**config.mk**
```make
export PLATFORM = sky130hd
export DESIGN_NAME = seq_booth_multiplier_flat
export DESIGN_NICKNAME = d
export VERILOG_FILES = /design/src/rtl/seq_booth_multiplier_if.sv /design/src/rtl/seq_booth_multiplier.sv /design/src/flat_wrapper.sv
export SDC_FILE = /design/constraint.sdc
export NUM_CORES = 1
export LEC_CHECK = 0
export ABC_AREA = 1
export CAP_MARGIN = 30
export CORE_ASPECT_RATIO = 0.6
export CORE_UTILIZATION = 55
export CTS_CLUSTER_DIAMETER = 30
export DETAILED_ROUTE_END_ITERATION = 8
export PLACE_DENSITY = 0.85
export REMOVE_ABC_BUFFERS = 1
export SLEW_MARGIN = 20
export SYNTH_ARGS = -nofsm -noshare
export SYNTH_HDL_FRONTEND = slang
export SYNTH_SLANG_ARGS = --single-unit
export TNS_END_PERCENT = 1
```
**constraint.sdc**
```tcl
create_clock -name clk -period 2.9 [get_ports clk]
set_clock_uncertainty 0.15 [all_clocks]
set_input_delay 0.58 -clock clk [delete_from_list [all_inputs] [get_ports clk]]
set_output_delay 0.58 -clock clk [all_outputs]
set_load 0.01 [all_outputs]
```
**src/rtl/seq_booth_multiplier_if.sv**
```systemverilog
// Operand/product handshake bundle for the sequential Booth multiplier.
// The master offers operands and consumes the product; the slave is the multiplier.
interface seq_booth_multiplier_if #(
    parameter int unsigned WIDTH = 16
);
    logic                   in_valid;
    logic                   in_ready;
    logic                   signed_mode;
    logic [WIDTH-1:0]       multiplicand;
    logic [WIDTH-1:0]       multiplier;
    logic                   out_valid;
    logic                   out_ready;
    logic [2*WIDTH-1:0]     product;
    logic                   busy;

    modport master (
        output in_valid, signed_mode, multiplicand, multiplier, out_ready,
        input  in_ready, out_valid, product, busy
    );

    modport slave (
        input  in_valid, signed_mode, multiplicand, multiplier, out_ready,
        output in_ready, out_valid, product, busy
    );
endinterface

```
**src/rtl/seq_booth_multiplier.sv**
```systemverilog
// Iterative radix-2 Booth multiplier: one add/subtract-and-shift step per clock,
// signed or unsigned operands selected per operation, valid/ready on both sides.
module seq_booth_multiplier #(
    parameter int unsigned WIDTH = 16
) (
    input  logic                   clk,
    input  logic                   rst_n,
    seq_booth_multiplier_if.slave  bus
);
    // One guard bit lets unsigned operands be treated as non-negative signed values.
    localparam int unsigned N  = WIDTH + 1;
    localparam int unsigned CW = (N > 1) ? $clog2(N) : 1;
    localparam int unsigned PW = 2 * WIDTH;

    typedef enum logic [1:0] {
        IDLE = 2'd0,
        CALC = 2'd1,
        DONE = 2'd2
    } state_e;

    state_e          state_q, state_d;
    logic [N-1:0]    acc_q, acc_d;
    logic [N-1:0]    q_q, q_d;
    logic            qm1_q, qm1_d;
    logic [N-1:0]    m_q, m_d;
    logic [CW-1:0]   cnt_q, cnt_d;
    logic [PW-1:0]   product_q, product_d;
    logic            in_ready_q, in_ready_d;
    logic            out_valid_q, out_valid_d;
    logic            busy_q, busy_d;

    logic            accept_c;
    logic            last_step_c;
    logic [N-1:0]    ext_m_c, ext_q_c;
    logic [N-1:0]    sum_c;
    logic [N-1:0]    step_acc_c, step_q_c;
    logic            step_qm1_c;

    assign accept_c    = bus.in_valid && in_ready_q;
    assign last_step_c = (cnt_q == CW'(N - 1));
    assign ext_m_c     = bus.signed_mode ? {bus.multiplicand[WIDTH-1], bus.multiplicand}
                                         : {1'b0, bus.multiplicand};
    assign ext_q_c     = bus.signed_mode ? {bus.multiplier[WIDTH-1], bus.multiplier}
                                         : {1'b0, bus.multiplier};

    // Booth recode on {Q[0], q-1}, then arithmetic shift of {acc, Q, q-1}.
    always_comb begin
        sum_c = acc_q;
        case ({q_q[0], qm1_q})
            2'b10:   sum_c = acc_q - m_q;
            2'b01:   sum_c = acc_q + m_q;
            default: sum_c = acc_q;
        endcase
        step_acc_c = {sum_c[N-1], sum_c[N-1:1]};
        step_q_c   = {sum_c[0], q_q[N-1:1]};
        step_qm1_c = q_q[0];
    end

    // State register and all datapath/output flops.
    always_ff @(posedge clk or negedge rst_n) begin
        if (!rst_n) begin
            state_q     <= IDLE;
            acc_q       <= '0;
            q_q         <= '0;
            qm1_q       <= 1'b0;
            m_q         <= '0;
            cnt_q       <= '0;
            product_q   <= '0;
            in_ready_q  <= 1'b1;
            out_valid_q <= 1'b0;
            busy_q      <= 1'b0;
        end else begin
            state_q     <= state_d;
            acc_q       <= acc_d;
            q_q         <= q_d;
            qm1_q       <= qm1_d;
            m_q         <= m_d;
            cnt_q       <= cnt_d;
            product_q   <= product_d;
            in_ready_q  <= in_ready_d;
            out_valid_q <= out_valid_d;
            busy_q      <= busy_d;
        end
    end

    // Next-state logic.
    always_comb begin
        state_d = state_q;
        case (state_q)
            IDLE:    if (accept_c) state_d = CALC;
            CALC:    if (last_step_c) state_d = DONE;
            DONE:    if (out_valid_q && bus.out_ready) state_d = IDLE;
            default: state_d = IDLE;
        endcase
    end

    // Output and datapath next values; handshake flags follow the next state.
    always_comb begin
        acc_d       = acc_q;
        q_d         = q_q;
        qm1_d       = qm1_q;
        m_d         = m_q;
        cnt_d       = cnt_q;
        product_d   = product_q;
        in_ready_d  = (state_d == IDLE);
        out_valid_d = (state_d == DONE);
        busy_d      = (state_d != IDLE);

        case (state_q)
            IDLE: begin
                if (accept_c) begin
                    m_d   = ext_m_c;
                    q_d   = ext_q_c;
                    acc_d = '0;
                    qm1_d = 1'b0;
                    cnt_d = '0;
                end
            end
            CALC: begin
                acc_d = step_acc_c;
                q_d   = step_q_c;
                qm1_d = step_qm1_c;
                cnt_d = cnt_q + CW'(1);
                // Low 2*WIDTH bits of {acc, Q} after the final shift.
                if (last_step_c) product_d = {step_acc_c[WIDTH-2:0], step_q_c};
            end
            default: ;
        endcase
    end

    assign bus.in_ready  = in_ready_q;
    assign bus.out_valid = out_valid_q;
    assign bus.product   = product_q;
    assign bus.busy      = busy_q;

endmodule
```
**src/flat_wrapper.sv**
```systemverilog
// flat-port wrapper written by rule: the top's interface ports become plain ports
module seq_booth_multiplier_flat 
#(
    parameter int unsigned WIDTH = 16
)
  (clk, rst_n, bus_in_valid, bus_signed_mode, bus_multiplicand, bus_multiplier, bus_out_ready, bus_in_ready, bus_out_valid, bus_product, bus_busy);
  seq_booth_multiplier_if #(.WIDTH(WIDTH)) bus_i ();
  input  logic clk;
  input  logic rst_n;
  input wire logic [$bits(bus_i.in_valid)-1:0] bus_in_valid;
  input wire logic [$bits(bus_i.signed_mode)-1:0] bus_signed_mode;
  input wire logic [$bits(bus_i.multiplicand)-1:0] bus_multiplicand;
  input wire logic [$bits(bus_i.multiplier)-1:0] bus_multiplier;
  input wire logic [$bits(bus_i.out_ready)-1:0] bus_out_ready;
  output wire logic [$bits(bus_i.in_ready)-1:0] bus_in_ready;
  output wire logic [$bits(bus_i.out_valid)-1:0] bus_out_valid;
  output wire logic [$bits(bus_i.product)-1:0] bus_product;
  output wire logic [$bits(bus_i.busy)-1:0] bus_busy;
  assign bus_i.in_valid = bus_in_valid;
  assign bus_i.signed_mode = bus_signed_mode;
  assign bus_i.multiplicand = bus_multiplicand;
  assign bus_i.multiplier = bus_multiplier;
  assign bus_i.out_ready = bus_out_ready;
  assign bus_in_ready = bus_i.in_ready;
  assign bus_out_valid = bus_i.out_valid;
  assign bus_product = bus_i.product;
  assign bus_busy = bus_i.busy;
  seq_booth_multiplier #(.WIDTH(WIDTH)) u_core (.clk(clk), .rst_n(rst_n), .bus(bus_i));
endmodule
```
=== After elaboration in Yosys (flattened, before gate mapping) ===
Cells that the tools add are included.

* Output and inout port bits: 35
* Input bits: 37
* Logic and storage cells: 44
* Register bits after elaboration: 94

* Reductions and logical operators: 9
* Mux-type cells: 15
* Equal/unequal tests: 7
* Add/subtract/negate cells: 3

{| class="wikitable"
|+ Operators with widths
! cell !! count
|-
| $pmux W17 S2 || 3
|-
| $mux W17 || 4
|-
| $add A17 B17 Y17 || 1
|-
| $sub A17 B17 Y17 || 1
|-
| $pmux W5 S2 || 1
|-
| $eq A2 B2 Y1 const B || 3
|-
| $mux W2 || 3
|-
| $pmux W2 S3 || 1
|-
| $reduce_and A2 Y1 || 3
|-
| $add A5 B1 Y5 const B || 1
|-
| $eq A5 B5 Y1 const B || 1
|-
| $mux W5 || 1
|-
| $eq A2 B1 Y1 const B || 2
|-
| $logic_not A2 Y1 || 2
|-
| $reduce_bool A2 Y1 || 2
|-
| $logic_and A1 B1 Y1 || 2
|-
| $ne A2 B1 Y1 const B || 1
|-
| $pmux W1 S2 || 1
|-
| $mux W1 || 1
|}

=== Logic depth before layout (Yosys ltp) ===
* Depth after elaboration: 4
* Gate-level depth with buffers: 19
* Mapped depth without buffers: 19

=== Worst setup path before layout ===
OpenSTA, ideal clock, no wires.

* Kind: register to register
* Start point: register u_core.m_q[0]
* End point: register u_core.acc_q[15]
* Buffers on the path: 0
* Slack: 366 ps
* Period minus slack after synthesis: 2,534 ps
* Stages on the path, launching flop included: 16
* Required time: 2,629 ps
* Data arrival time: 2,263 ps
* Setup time: 121 ps
* Cells stage by stage: dfrtp_1 > inv_1 > ha_1 > nand3_2 > o21ai_4 > o21ai_0 > xor2_1 > ha_1 > nand2_1 > inv_1 > a21oi_1 > o21ai_0 > a21oi_1 > nand2_1 > nand3_1 > nand2_1

* Cells in the longest elaborated chain, start to end: 3
* Elaborated cells on any way between the ends: 4
* Those cells by class: add/sub (2); mux (2)

{| class="wikitable"
|+ Ends and longest elaborated chain
! element !! line !! RTL
|-
| from (decl) || seq_booth_multiplier.sv:25 || <nowiki>logic [N-1:0] m_q, m_d;</nowiki>
|-
| from (signal assigned) || seq_booth_multiplier.sv:77 || <nowiki>m_q <= m_d;</nowiki>
|-
| $add A17 B17 Y17 / $sub A17 B17 Y17 (equally long branches) || seq_booth_multiplier.sv:51, seq_booth_multiplier.sv:50 ||
|-
| $pmux W17 S2 (*) || seq_booth_multiplier.sv:49 || <nowiki>case ({q_q[0], qm1_q})</nowiki>
|-
| $pmux W17 S2 (*) || seq_booth_multiplier.sv:109 || <nowiki>case (state_q)</nowiki>
|-
| to (signal assigned) || seq_booth_multiplier.sv:63 || <nowiki>acc_q <= '0;</nowiki>
|-
| to (signal assigned) || seq_booth_multiplier.sv:74 || <nowiki>acc_q <= acc_d;</nowiki>
|-
| to (decl) || seq_booth_multiplier.sv:22 || <nowiki>logic [N-1:0] acc_q, acc_d;</nowiki>
|}

Every way passes the cells marked *; elsewhere a longest branch is shown, timed or not.
A chain may end at the register's enable or synchronous reset.

=== Final worst setup path ===
* Start point: register u_core.m_q[0]
* End point: register u_core.acc_q[13]

Same word-level chain as after synthesis.

==> results.toml <==
[status]
status = "finished clean"

[yosys]
synth_edf_count = 0
synthTopCellsByArea = "dfrtp_1, nand2_1, inv_1, ha_1, nand3_1"
synth_area_mm2 = 0.00523
ys_warn_count = 0
synth_most_common_cell = "nand2_1"
synth_top_area_share = 0.440
synth_ff_type = "dfrtp_1"
synth.yosys.seq_area_share = 0.445
ys_ff_latch = 93
ys_async_sr_fraction = 1.00
synth_area_leader_cell = "dfrtp_1"
ys_types = 42
avgSynthCellArea_um2 = 7.75
syn_inst = 675
synth_common_cells = "nand2_1, dfrtp_1, inv_1, nand3_1"

[finish]
seq_area_mm2 = 0.00233
num_antenna_cells = 0
multi_input_comb_area_mm2 = 0.00268
drive_gt1_frac = 0.151
finalNetCount = 815
fin_area_mm2 = 0.00671
syn2layout_area_growth_pct = 28.2
fillers = 664

[routing]
vias_per_cell = 5.58
routed_wirelength_mm = 14.6
avgRoutedWirePerCell_um = 16.4
route.detailed.drc = 0
drt_iter0_drc = 596
drtAntennaViolNets = 0
dr.pass1.iters = 6
vias = 4973

[critical_path]
worst_path_max_delay_cell = "dfrtp_1"
crit_chain = "inv_2, ha_4, nand3_4, o21ai_4, buf_4, xor2_2, ha_1, nand2_2, inv_1, nand2_1, nand2_1, a21oi_2, nand2_1, nand2_1, nand3_2, nand3_1, nand2_1"
slowest_delay_ns = 0.40
rr_startpoint = "u_core.m_q[0]"
r2r-end = "u_core.acc_q[13]"
startpoint = "u_core.m_q[0]"
crit_fanout = 5
startpoint_type = "register"
endpoint = "u_core.acc_q[13]"
worst-path-stages = 17
worstPathRequired_ns = 2.99
rrSetupSlack_ns = 0.01
critPathBufInv = 3
endpoint_kind = "register"
cp_common_cell = "nand2_1"
reg2regPathDepth = 17
crit_arrival_ns = 2.98
worstSetupPathType = "register to register"
crit_family = "simple AND/OR/NAND/NOR gates"

[clocking]
cts_made_buffers = 9
clock_sinks = 93
clock_latency_ns = 0.35
cts_root_buf = "clkbuf_16"
cts_tree = "yes"
clk_pin_slew_ns = 0.07
htree_levels = 3
clk_path_buf_depth = 2
cts_hold_buf = 0

[sta]
final_max_slew_viol_count = 0
worstMarginPinSlew_ns = 0.866
post-route-period-util = 0.996
hold_violations = 0
slew-limit-headroom = 0.422
rsz0062_at_grt = "yes"
finalSetupViolCount = 0
fin_crit_ns = 2.89
max_freq_ghz = 0.346

[run]
drv_cap = 0

[grt]
grt_max_degree = 55
gr-total-overflow = 0
grt_pass1_vias = 4597
grt_pass1_wl_mm = 22.7
grt_usage = 0.296
antenna_found_initial = 0

[min_path]
min_path_type = "input pin to async pin"

[die]
fp.dieH_um = 77.5
num_io_pins = 72
die_x_um = 128
core-area_mm2 = 0.00919
row_count = 27
start_util = 0.569
dieArea_mm2 = 0.00992

[placement]
gp_congestion = 0.942
dpl.hpwl_mm = 9.79
place_area_mm2 = 0.00606
numPortBuffers = 71
[sequential cells by signal, summed over array words and instances (netlist names)]
register              count
u_core.qm1_q              1
u_core.bus.out_valid      1
u_core.m_q               17
u_core.bus.product       32
u_core.cnt_q              5
u_core.acc_q             16
u_core.bus.busy           1
u_core.bus.in_ready       1
u_core.state_q            2
u_core.q_q               17
[layer usage]
layer | routed length, um | up-vias | share of wire | GRT usage
met5 | 0 | - | 0 | 0
met4 | 215 | 0 | 0.015 | 0.0800
met3 | 1380 | 31 | 0.094 | 0.0814
met2 | 6670 | 256 | 0.46 | 0.449
met1 | 6380 | 2378 | 0.44 | 0.416
li1 | - | 2308 | - | -
[through the flow]
stage | hold slack (ns) | std cells | setup slack (ns) | setup TNS, ns | util
finish | 0.0794 | 891 | 0.0118 | 0 | 0.730
global route | 0.118 | 891 | -0.138 | -1.03 | 0.730
CTS | 0.101 | 880 | 0.0146 | 0 | 0.690
floorplan | 0.134 | 654 | 0.357 | 0 | -
global placement | 0.307 | 864 | 0.0907 | 0 | 0.659
detailed placement | 0.314 | 864 | 0.0175 | 0 | 0.659
[logic make-up (layout without fill, tap and decap cells)]
family	count (synthesis)	in the layout	synth area share
simple gates	325	325	0.262
buf+inv	114	200	0.0933
xor+xnor	18	18	0.0301
flops	93	93	0.445
fa+ha+maj	22	22	0.0541
compound gates	100	100	0.110
mux	3	3	0.00574
[repair_timing]
| item | CTS | global route |
|---|---|---|
| endpoints found under the setup margin | 3 | 19 |
| gates resized for setup | 1 | 71 |
| setup buffers | 0 | 10 |
| pin swaps | 1 | 34 |
[area by class of cell]
class                      count  share of cell area
inverter                      93              0.0528
multi-input combinational    468               0.399
clock buffer                  10              0.0356
timing repair buffer          91               0.134
clock inverter                 6             0.00653
sequential                    93               0.347
tap                          130              0.0243
[cells in the final DEF, fill, tap and decap left out, types with 4 or more instances in the layout]
master and instances:
xor2_1 13, a22oi_1 10, nor3_1 4, clkbuf_16 9, buf_4 17, o21ai_1 31, nor2_4 6, nand2_1 216
clkdlybuf4s50_1 70, nand3_2 13, ha_2 4, nor2_1 20, dfrtp_1 92, a21oi_1 11, a21oi_2 5, ha_1 14
nand2_2 9, o22ai_1 7, o21ai_0 26, nand3_1 34, inv_2 11, inv_1 80, or2_2 6
[worst register-to-register path: stages, from the launching register on]
cell,delay [ns]
dfrtp_1,0.40
inv_2,0.12
ha_4,0.16
nand3_4,0.10
o21ai_4,0.26
buf_4,0.16
xor2_2,0.14
ha_1,0.30
nand2_2,0.14
inv_1,0.07
nand2_1,0.06
nand2_1,0.12
a21oi_2,0.22
nand2_1,0.07
nand2_1,0.07
nand3_2,0.08
nand3_1,0.10
nand2_1,0.06
[worst min path at each step]
stage	from	endpoint	slack [ns]	cells after the start
2_1_floorplan	rst_n	u_core.acc_q[0]	0.13	0
3_3_place_gp	u_core.bus.product[14]	u_core.bus.product[14]	0.31	2
3_5_place_dp	u_core.bus.product[24]	u_core.bus.product[24]	0.31	2
4_1_cts	rst_n	u_core.bus.product[2]	0.10	1
5_1_grt	rst_n	u_core.q_q[2]	0.12	1
6_report	rst_n	u_core.bus.product[2]	0.08	1
Power is not shown: default switching activity piles up to over one toggle a cycle in this logic, so the estimate is an artifact.
